===== config.mk =====
export PLATFORM = sky130hd
export DESIGN_NAME = clk_div_mc
export DESIGN_NICKNAME = d
export VERILOG_FILES = /design/src/rtl/clk_div_mc.sv
export SDC_FILE = /design/constraint.sdc
export NUM_CORES = 1
export LEC_CHECK = 0
export CORE_MARGIN = 2
export CORE_UTILIZATION = 62
export DETAILED_ROUTE_END_ITERATION = 16
export PLACE_DENSITY = 0.83
export SLEW_MARGIN = 20
export SYNTH_ARGS = -nofsm -noshare
export SYNTH_HDL_FRONTEND = slang
export SYNTH_SLANG_ARGS = --single-unit

===== constraint.sdc =====
create_clock -name clk_in -period 7.95 [get_ports clk_in]
set_clock_uncertainty 0.05 [all_clocks]
set_input_delay 1.9875 -clock clk_in [delete_from_list [all_inputs] [get_ports clk_in]]
set_output_delay 1.9875 -clock clk_in [all_outputs]
set_load 0.02 [all_outputs]

===== src/rtl/clk_div_mc.sv =====
// clk_div_mc: CH-channel programmable divided clock and tick generator.
// Define CLK_DIV_MC_SHADOW_EN to defer divisor changes to period boundaries, sync or disable.
module clk_div_mc #(
  parameter int W       = 16,
  parameter int CH      = 4,
  parameter int DEF_DIV = 20
) (
  input  logic            clk_in,
  input  logic            rst_n,
  input  logic [CH-1:0]   en,
  input  logic [CH*W-1:0] div_in,
  input  logic            div_load,
  input  logic            sync,
  output logic [CH-1:0]   clk_out,
  output logic [CH-1:0]   tick,
  output logic            busy
);
  localparam logic [W-1:0] ONE = W'(1);
  localparam logic [W-1:0] TWO = W'(2);
  localparam logic [W-1:0] DEF = W'(DEF_DIV);
  logic [CH-1:0] pf_v;
  for (genvar i = 0; i < CH; i++) begin : g_ch
    logic [W-1:0] din, cnt_q, cnt_d, act_q, act_d, e_cur, e_nxt;
    logic         run_q, clk_q, clk_d, tick_q, tick_d, wrap, restart;
`ifdef CLK_DIV_MC_SHADOW_EN
    logic [W-1:0] pend_q, pend_d;
    logic         pf_q, pf_d, apply;
`endif
    assign din = div_in[i*W +: W];
    always_comb begin
      e_cur   = (act_q < TWO) ? TWO : act_q;
      wrap    = cnt_q >= e_cur - ONE;
`ifdef CLK_DIV_MC_SHADOW_EN
      apply   = sync | ~en[i] | ~run_q | wrap;
      act_d   = (sync & div_load) ? din : apply ? pend_q : act_q;
      pend_d  = div_load ? din : pend_q;
      pf_d    = div_load ? ~sync : pf_q & ~apply;
      restart = sync;
`else
      act_d   = div_load ? din : act_q;
      restart = sync | div_load;
`endif
      // run_q low means the channel was idle last cycle, so this edge starts at phase 0
      cnt_d   = (~en[i] | ~run_q | restart | wrap) ? '0 : cnt_q + ONE;
      e_nxt   = (act_d < TWO) ? TWO : act_d;
      clk_d   = en[i] & (cnt_d < e_nxt - (e_nxt >> 1));
      tick_d  = en[i] & (cnt_d == '0);
    end
    always_ff @(posedge clk_in or negedge rst_n)
      if (!rst_n) begin
        cnt_q  <= '0;
        act_q  <= DEF;
        run_q  <= 1'b0;
        clk_q  <= 1'b0;
        tick_q <= 1'b0;
`ifdef CLK_DIV_MC_SHADOW_EN
        pend_q <= DEF;
        pf_q   <= 1'b0;
`endif
      end else begin
        cnt_q  <= cnt_d;
        act_q  <= act_d;
        run_q  <= en[i];
        clk_q  <= clk_d;
        tick_q <= tick_d;
`ifdef CLK_DIV_MC_SHADOW_EN
        pend_q <= pend_d;
        pf_q   <= pf_d;
`endif
      end
    assign clk_out[i] = clk_q;
    assign tick[i]    = tick_q;
`ifdef CLK_DIV_MC_SHADOW_EN
    assign pf_v[i] = pf_q;
`else
    assign pf_v[i] = 1'b0;
`endif
  end
  assign busy = |pf_v;
endmodule

==> results of run 1 <==
==> per-stage QoR <==
stage / std cells / power, µW
finish: 1895 / 2490
global route: 1895 / 2630
CTS: 1895 / 2490
detailed placement: 1863 / 1660
global placement: 1863 / 1630
floorplan: 1544 / 1420
==> final timing paths <==
path	startpoint	slack (ns)	to	depth (start not counted)
max	div_load	1.08	g_ch[0].clk_q$_DFF_PN0_	22
min	g_ch[0].act_q[0]$_DFF_PN0_	0.53	g_ch[0].act_q[0]$_DFF_PN0_	1
max reg2reg	g_ch[2].act_q[8]$_DFF_PN0_	1.77	g_ch[2].clk_q$_DFF_PN0_	23
min reg2reg	g_ch[0].act_q[0]$_DFF_PN0_	0.53	g_ch[0].act_q[0]$_DFF_PN0_	1
max in group asynchronous	rst_n	4.91	g_ch[2].cnt_q[7]$_DFF_PN0_	2
min in group asynchronous	rst_n	1.52	g_ch[1].cnt_q[2]$_DFF_PN0_	1
==> worst max-delay path, stage by stage <==
cell	delay [ns]
buf_4	0.46
buf_4	0.46
mux2i_1	0.34
inv_1	0.10
nor4_1	0.30
nand3_1	0.12
nor3_1	0.46
or2_2	0.23
ha_1	0.19
fa_1	0.21
nor2b_1	0.06
o31a_1	0.27
o311a_1	0.32
nand2b_1	0.19
a311oi_1	0.35
xnor2_1	0.11
ha_1	0.30
nand3_1	0.09
nor3_1	0.27
a221oi_1	0.13
o21ai_0	0.10
a31oi_1	0.06
==> layer usage <==
layer  vias up  GRT usage (%)  wire length (µm)
met1      5601           39.7             14700
met4         0           12.5              1220
met2       366           52.1             16600
met5         -              0                 0
li1       5682              -                 -
met3        85           4.97              1780
==> power by group through the flow <==
stage               logic, µW  registers [µW]  clock network [µW]
floorplan                 623             798                   0
finish                    862             810                 817
global placement          810             817                   0
CTS                       855             808                 826
detailed placement        841             820                   0
global route              962             815                 852
==> state kept, by name, summed over array words and instances, names as in the netlist <==
name / count
g_ch.act_q: 64
g_ch.cnt_q: 64
g_ch.clk_q: 4
g_ch.run_q: 4
g_ch.tick_q: 4
==> logic make-up after synthesis <==
logic type	share of synthesized area, %
flip-flops	26.0
adder cells (fa/ha/maj)	18.7
XOR/XNOR	9.90
AO/OA/AOI/OAI	13.8
AND/OR/NAND/NOR	19.4
buffers and inverters	4.55
multiplexers	7.64
other	0.0277
==> area by class of cell <==
| type | instances | area, µm² |
|---|---|---|
| Sequential cell | 140 | 3510 |
| Multi-Input combinational cell | 1253 | 9410 |
| Timing Repair Buffer | 85 | 835 |
| Fill cell | 1678 | 6530 |
| Inverter | 105 | 394 |
| Tap cell | 280 | 350 |
| Clock inverter | 10 | 115 |
| Clock buffer | 22 | 474 |
==> layout by cell type, fill, tap and decap left out, drive strengths merged, types with 10 or more instances in the layout <==
cell / synthesis / layout
nand2: 98 / 98
nand2b: 31 / 31
nor4: 30 / 30
a2111oi: 11 / 11
or3: 12 / 12
ha: 196 / 196
nand3: 48 / 48
clkbuf: 24 / 22
or2: 10 / 10
nor2b: 22 / 22
clkdlybuf4s50: 0 / 77
nand4: 27 / 27
o21a: 12 / 12
o31ai: 16 / 16
a211oi: 11 / 11
xor2: 70 / 70
and3: 18 / 18
a31oi: 13 / 13
xnor2: 83 / 83
mux2i: 29 / 29
a21oi: 60 / 60
o21ai: 62 / 62
nor3: 41 / 41
inv: 105 / 105
mux2: 66 / 66
dfrtp: 132 / 132
nor2: 154 / 154
a21o: 34 / 34
==> flow_metrics.tcl, run 1 <==
set metrics [dict create \
    status "finished clean" \
    ys_ff_latch 140 \
    critPathArrivalTime_ns 7.10 \
    syn_nets 1816 \
    dpl-instance-area_um2 14500 \
    synthArstFlopShare_pct 100 \
    grtUsageTotal_pct 30.9 \
    fin_setup_tns_ns 0 \
    io_pins 81 \
    cts_root_buf "clkbuf_16" \
    required_ns 8.18 \
    first_iter_violations 714 \
    design_area_um2 15100 \
    cts_buffers 17 \
    drive_gt1_share_pct 8.05 \
    rows 54 \
    drcViolationCount 0 \
    antenna_left 0 \
    timing.slew.headroom_pct 36.9 \
    synth_common_cells "ha_1, nor2_1, dfrtp_1, inv_1, nand2_1" \
    clockBufferDepth 2 \
    max_freq_ghz 0.145 \
    synth_edf_count 0 \
    synthCells 1544 \
    fp.dieW_um 152 \
    cts_tree "done" \
    synthTopCellsByArea "dfrtp_1, ha_1, mux2_2, xnor2_1, xor2_1" \
    p_switching_uw 864 \
    syn_area_per_cell_um2 8.76 \
    power_frac_clock_pct 32.8 \
    min_path_type "flop to flop" \
    firstDrtPassIters 7 \
    synth.most_common_cell "ha_1" \
    worst_slack_ns 1.08 \
    port_buffers 79 \
    gp_congestion 0.917 \
    yosys_warnings 0 \
    fin_crit_sh_pct 86.5 \
    ys_seq_area_share_pct 26.0 \
    via_per_inst 6.19 \
    antennaDiodeCount 0 \
    clkSinkCount 140 \
    cts_resized 0 \
    htreeDepth 4 \
    timing_worst_setup_path_type "input port to flop" \
    grt_pass1_wl_um 56400 \
    post_cts_buffers 0 \
    synthDistinctLibCells 69 \
    worst_pin_slew_ns 0.947 \
    slew_violations 0 \
    area_growth_pct 11.6 \
    overflow 0 \
    period_needed_ns 6.87 \
    powerDensity_nw_per_um2 165 \
    seqPwrFrac_pct 32.6 \
    core-area_um2 21600 \
    p_leak_uw 0.00692 \
    clk_pin_slew_ns 0.06 \
    die_y_um 152 \
    vias 11700 \
    grt_pass1_vias 11600 \
    antenna_found_initial 0 \
    hold_ws_ns 0.530 \
    drt-total-wl_um 34300 \
    routedWlPerCell_um 18.1 \
    syn_area_um2 13500 \
    post-place-ws_ns 0.721 \
    end_kind "flop" \
    grt_start_max_net_pins 72 \
    yosys.area.top_type "dfrtp_1" \
    fin_util_pct 69.8 \
    holdBufCountCts 0 \
    setup_violations 0 \
    internal_power_uw 1620 \
    swShare_pct 34.7 \
    nets 1874 \
    initial_core_util_pct 62.6 \
    hpwl_um 26900 \
    yosysTopAreaCellShare_pct 24.4 \
    crit_path_start_kind "input port" \
    vdd_drop_max_mv 0.158 \
    clk_latency_ns 0.44 \
    grt_setup_unrepaired "false" \
    critical_path.max_fanout 40 \
    synthFlopType "dfrtp_1" \
    die_area_um2 23000 \
    pwr-share-comb_pct 34.6 \
    hold_viol_final 0 \
    maxCapViolations 0 \
]
Power figures use the tool's default switching activity.
==> inputs of run 2 (changes only) <==
CORE_MARGIN = 8   (was 2)
SKIP_LAST_GASP = 1   (was not set)
==> run 2 against run 1 <==
Effect of this change:
- sequential share of layout area increased by 0.11 points
- register-to-register slack got worse by 0.29 ns
- non-clock buffer count unchanged
- die area increased by 16%
- critical path type unchanged
- cell count unchanged
==> flow_metrics.tcl, run 2 (synthesis results as in run 1) <==
set metrics [dict create \
    timing_worst_setup_path_type "input port to flop" \
    cts_buffers 17 \
    final_common_cell "ha_1" \
    hold_path_depth 1 \
    pwr-share-comb_pct 35.7 \
    critPathArrivalTime_ns 7.27 \
    initial_core_util_pct 62.6 \
    p_leak_uw 0.00688 \
    area_growth_pct 11.0 \
    maxCapViolations 0 \
    layout_common_cells "ha_1, nor2_1, dfrtp_1" \
    hpwl_um 27200 \
    fillers 1692 \
    worstReg2RegEnd "g_ch[2].clk_q$_DFF_PN0_" \
    clkSinkCount 140 \
    grt_pass1_vias 11600 \
    setup_violations 0 \
    hold_viol_final 0 \
    antenna_found_initial 0 \
    first_iter_violations 855 \
    drt-total-wl_um 34600 \
    crit_path_start_kind "input port" \
    fin_crit_sh_pct 87.5 \
    rows 54 \
    cp_top_family "compound AO/OA/AOI/OAI gates" \
    antennaDiodeCount 0 \
    power_frac_clock_pct 30.3 \
    clk_pin_slew_ns 0.06 \
    gp_congestion 0.925 \
    final-seq-area_um2 3510 \
    reg2regPathDepth 25 \
    timing.rr.start "g_ch[2].act_q[8]$_DFF_PN0_" \
    holdBufCountCts 0 \
    max_freq_ghz 0.144 \
    critical_path.max_fanout 34 \
    fp.dieW_um 164 \
    routedWlPerCell_um 18.3 \
    grt_pass1_wl_um 56900 \
    clockBufferDepth 2 \
    overflow 0 \
    worstHoldEndpoint "g_ch[0].cnt_q[0]$_DFF_PN0_" \
    core-area_um2 21600 \
    vdd_drop_max_mv 0.159 \
    rrSetupSlack_ns 1.48 \
    end_kind "flop" \
    via_per_inst 6.14 \
    die_y_um 164 \
    critPathMaxStageDelay_ns 0.48 \
    nets 1874 \
    p_switching_uw 832 \
    grtUsageTotal_pct 26.1 \
    clk_latency_ns 0.43 \
    powerDensity_nw_per_um2 159 \
    die_area_um2 26800 \
    hold_ws_ns 0.529 \
    firstDrtPassIters 5 \
    grt_setup_unrepaired "false" \
    internal_power_uw 1550 \
    critical_path.cell_chain "buf_4 -> buf_4 -> mux2_2 -> nor4_1 -> nand3_1 -> nor3_1 -> or2_2 -> ha_1 -> fa_1 -> nor2b_1 -> o31a_1 -> o311a_1 -> nand2b_1 -> a311oi_1 -> xnor2_1 -> ha_1 -> and3_1 -> nand4_1 -> a21oi_1 -> a2111oi_0 -> o311ai_0 -> nand2_1" \
    cts_root_buf "clkbuf_16" \
    reg_top3 "g_ch.act_q: 64 flops, g_ch.cnt_q: 64 flops" \
    antenna_left 0 \
    io_pins 81 \
    slew_violations 0 \
    timing.slew.headroom_pct 36.7 \
    period_needed_ns 6.96 \
    worst_pin_slew_ns 0.950 \
    fin_setup_tns_ns 0 \
    drcViolationCount 0 \
    drive_gt1_share_pct 7.80 \
    swShare_pct 34.9 \
    multiInputGateArea_um2 9410 \
    cts_resized 0 \
    seqPwrFrac_pct 34.0 \
    htreeDepth 4 \
    grt_start_max_net_pins 73 \
    fin_util_pct 69.5 \
    path_buf_inv 2 \
    min_path_type "flop to flop" \
    min-delay-start "g_ch[0].cnt_q[0]$_DFF_PN0_" \
    design_area_um2 15000 \
    vias 11600 \
    status "finished clean" \
    port_buffers 79 \
    critical-path-slowest-cell "a2111oi_0" \
    cts_tree "done" \
    required_ns 8.27 \
    dpl-instance-area_um2 14500 \
    post_cts_buffers 0 \
]
run 2: worst max path at each step:
stage             start                      end  slack [ns]  cells past startpoint
4_1_cts        div_load  g_ch[0].clk_q$_DFF_PN0_        1.07                     22
5_1_grt        div_load  g_ch[0].clk_q$_DFF_PN0_        0.47                     22
2_1_floorplan  div_load  g_ch[2].clk_q$_DFF_PN0_        1.07                     22
3_5_place_dp   div_load  g_ch[3].clk_q$_DFF_PN0_        0.68                     22
6_report       div_load  g_ch[3].clk_q$_DFF_PN0_        0.99                     22
3_3_place_gp   div_load  g_ch[3].clk_q$_DFF_PN0_        0.89                     22
run 2: routing by layer:
metal	GRT usage (%)	wire (µm)	vias to the layer above
li1	-	-	5669
met1	32.2	14800	5573
met2	45.6	17200	330
met3	3.16	1590	70
met4	10.3	962	0
met5	0	0	-
run 2: metrics by stage:
stage	std cells	setup slack [ns]	power [µW]
after floorplan	1544	1.07	1420
after global placement	1863	0.885	1620
after detailed placement	1863	0.683	1660
after CTS	1895	1.07	2380
after global routing	1895	0.468	2530
final	1895	0.995	2380
run 2: worst register-to-register path: cells and delay by family, from the launching register on:
| kind | cells | cell delay, ns |
|---|---|---|
| simple gates | 15 | 4.16 |
| compound gates | 6 | 0.88 |
| fa+ha+maj | 3 | 0.63 |
| flops | 1 | 0.48 |
| xor+xnor | 1 | 0.12 |
run 2: cell type report:
type	count	area share [%]
flip-flops and latches	140	23.4
well taps	280	2.33
multi-input cells	1253	62.6
inverters	105	2.62
repair buffers	85	5.56
clock inverters	7	0.283
clock buffers	25	3.17
run 2: power by group through the flow:
stage / Combinational (µW) / Clock, µW / Sequential [µW]
after floorplan: 623 / 0 / 798
after global placement: 804 / 0 / 818
after detailed placement: 836 / 0 / 820
after CTS: 847 / 729 / 808
after global routing: 956 / 760 / 815
final: 850 / 721 / 810
==> inputs of run 3 (changes only) <==
CORE_UTILIZATION = 63   (was 62)
CTS_BUF_LIST = sky130_fd_sc_hd__clkbuf_4 sky130_fd_sc_hd__clkbuf_8   (was not set)
PLACE_DENSITY = 0.84   (was 0.83)
TNS_END_PERCENT = 100   (was not set)
==> run 3 against run 2 <==
Effect of this change:
- clock power fell by 19%
- worst setup slack got worse by 0.0078 ns
- sequential share of layout area up 0.20 points
- flip-flop and latch count unchanged
- maximum frequency fell by 0.11%
- cell count is 0.21% lower
- core utilization up 1.4 points
- sequential power barely moved
- global-route usage shrank 0.50 points
- hold slack improved by 0.0033 ns
- clock-buffer cell count is 5 higher
==> flow_metrics.tcl, run 3 (synthesis results as in run 1) <==
set metrics [dict create \
    fin_setup_tns_ns 0 \
    maxCapViolations 0 \
    crit_path_start_kind "input port" \
    cts_tree "done" \
    grtUsageTotal_pct 25.6 \
    grt_pass1_vias 11800 \
    critical_path.max_fanout 58 \
    fin_util_pct 70.9 \
    period_needed_ns 6.96 \
    timing.slew.headroom_pct 32.5 \
    powerDensity_nw_per_um2 151 \
    required_ns 8.30 \
    swShare_pct 35.6 \
    critical-path-slowest-cell "buf_4" \
    routedWlPerCell_um 17.9 \
    max_freq_ghz 0.144 \
    io_pins 81 \
    antenna_found_initial 1 \
    worstHoldEndpoint "g_ch[0].cnt_q[0]$_DFF_PN0_" \
    hpwl_um 26800 \
    slew_violations 0 \
    initial_core_util_pct 64.4 \
    pwr-share-comb_pct 38.0 \
    reg2regPathDepth 25 \
    cts_resized 0 \
    power_frac_clock_pct 25.9 \
    rows 53 \
    antenna_left 0 \
    drcViolationCount 0 \
    setup_violations 0 \
    drive_gt1_share_pct 8.23 \
    vdd_drop_max_mv 0.0991 \
    seqPwrFrac_pct 36.0 \
    holdBufCountCts 0 \
    end_kind "flop" \
    die_y_um 163 \
    reg_top3 "g_ch.act_q: 64 flops, g_ch.cnt_q: 64 flops" \
    clk_latency_ns 0.46 \
    min-delay-start "g_ch[0].cnt_q[0]$_DFF_PN0_" \
    drt-total-wl_um 33800 \
    cp_common_cell "ha_1" \
    port_buffers 79 \
    cts_buffers 17 \
    htreeDepth 4 \
    layout_common_cells "ha_1, nor2_1, dfrtp_1" \
    area_growth_pct 10.1 \
    grt_setup_unrepaired "false" \
    clk_pin_slew_ns 0.08 \
    hold_viol_final 0 \
    worstReg2RegEnd "g_ch[2].clk_q$_DFF_PN0_" \
    internal_power_uw 1440 \
    worst_pin_slew_ns 1.01 \
    timing_worst_setup_path_type "input port to flop" \
    path_buf_inv 2 \
    vias 11800 \
    cts_root_buf "clkbuf_8" \
    fillers 1573 \
    via_per_inst 6.21 \
    hold_path_depth 1 \
    fin_crit_sh_pct 87.6 \
    nets 1875 \
    critPathArrivalTime_ns 7.31 \
    cp_top_family "compound AO/OA/AOI/OAI gates" \
    p_leak_uw 0.00685 \
    critical_path.cell_chain "buf_4 -> mux2i_1 -> inv_1 -> nor4_1 -> nand3_1 -> nor3_1 -> or2_2 -> ha_1 -> fa_1 -> nor2b_1 -> o31a_1 -> o311a_1 -> nand2b_1 -> a311oi_1 -> xnor2_1 -> ha_1 -> and3_1 -> nand4_1 -> a21oi_1 -> a2111oi_0 -> o311ai_0 -> nand2_1" \
    final_common_cell "ha_1" \
    status "finished clean" \
    antennaDiodeCount 0 \
    die_area_um2 26400 \
    fp.dieW_um 163 \
    critPathMaxStageDelay_ns 0.58 \
    rrSetupSlack_ns 1.66 \
    p_switching_uw 800 \
    overflow 0 \
    grt_pass1_wl_um 55600 \
    min_path_type "flop to flop" \
    timing.rr.start "g_ch[2].act_q[8]$_DFF_PN0_" \
    first_iter_violations 681 \
    clkSinkCount 140 \
    hold_ws_ns 0.532 \
    grt_start_max_net_pins 82 \
    clockBufferDepth 2 \
    core-area_um2 21000 \
    firstDrtPassIters 5 \
    gp_congestion 0.917 \
    post_cts_buffers 0 \
]
## run 3: cell types whose count changed in the layout (fill, tap and decap cells not counted)
cell / delta
clkbuf_1: -6
clkbuf_16: -17
clkbuf_8: +18
clkbuf_4: +10
bufinv_16: +1
buf_6: +1
clkinv_2: -4
clkinvlp_4: -2
## run 3: final cells by class
| cell class | instances | area (µm²) | share of cell area, % |
|---|---|---|---|
| Clock buffer | 30 | 350 | 2.35 |
| Clock inverter | 2 | 37.5 | 0.252 |
| Multi-Input combinational cell | 1253 | 9410 | 63.2 |
| Inverter | 105 | 394 | 2.65 |
| Timing Repair Buffer | 86 | 846 | 5.68 |
| Tap cell | 275 | 344 | 2.31 |
| Sequential cell | 140 | 3510 | 23.6 |
## run 3: worst max path at each step
stage,from,endpoint,cells past startpoint
3_3_place_gp,div_load,g_ch[0].clk_q$_DFF_PN0_,22
2_1_floorplan,div_load,g_ch[2].clk_q$_DFF_PN0_,22
3_5_place_dp,div_load,g_ch[3].clk_q$_DFF_PN0_,22
4_1_cts,div_load,g_ch[0].clk_q$_DFF_PN0_,22
5_1_grt,div_load,g_ch[3].clk_q$_DFF_PN0_,21
6_report,div_load,g_ch[3].clk_q$_DFF_PN0_,22
## run 3: through the flow
step | cells | total power (µW) | area, µm² | setup WS (ns)
after floorplan | 1544 | 1420 | 13500 | 1.07
after global placement | 1859 | 1620 | 14500 | 0.828
after detailed placement | 1859 | 1650 | 14500 | 0.681
after CTS | 1891 | 2250 | 14900 | 1.15
after global routing | 1891 | 2380 | 14900 | 0.604
final | 1891 | 2240 | 14900 | 0.987
## run 3: per-layer routing
| layer | vias to the layer above | routed length [µm] | global-route usage (%) |
|---|---|---|---|
| met5 | - | 13 | 0 |
| met4 | 2 | 1540 | 13.6 |
| met3 | 110 | 1740 | 3.46 |
| met2 | 412 | 15900 | 42.8 |
| met1 | 5562 | 14600 | 31.7 |
| li1 | 5666 | - | - |
## run 3: power groups by stage
| stage | logic (µW) | clock network [µW] | registers [µW] |
|---|---|---|---|
| after floorplan | 623 | 0 | 798 |
| after global placement | 803 | 0 | 818 |
| after detailed placement | 834 | 0 | 820 |
| after CTS | 846 | 593 | 807 |
| after global routing | 952 | 619 | 814 |
| final | 854 | 582 | 808 |
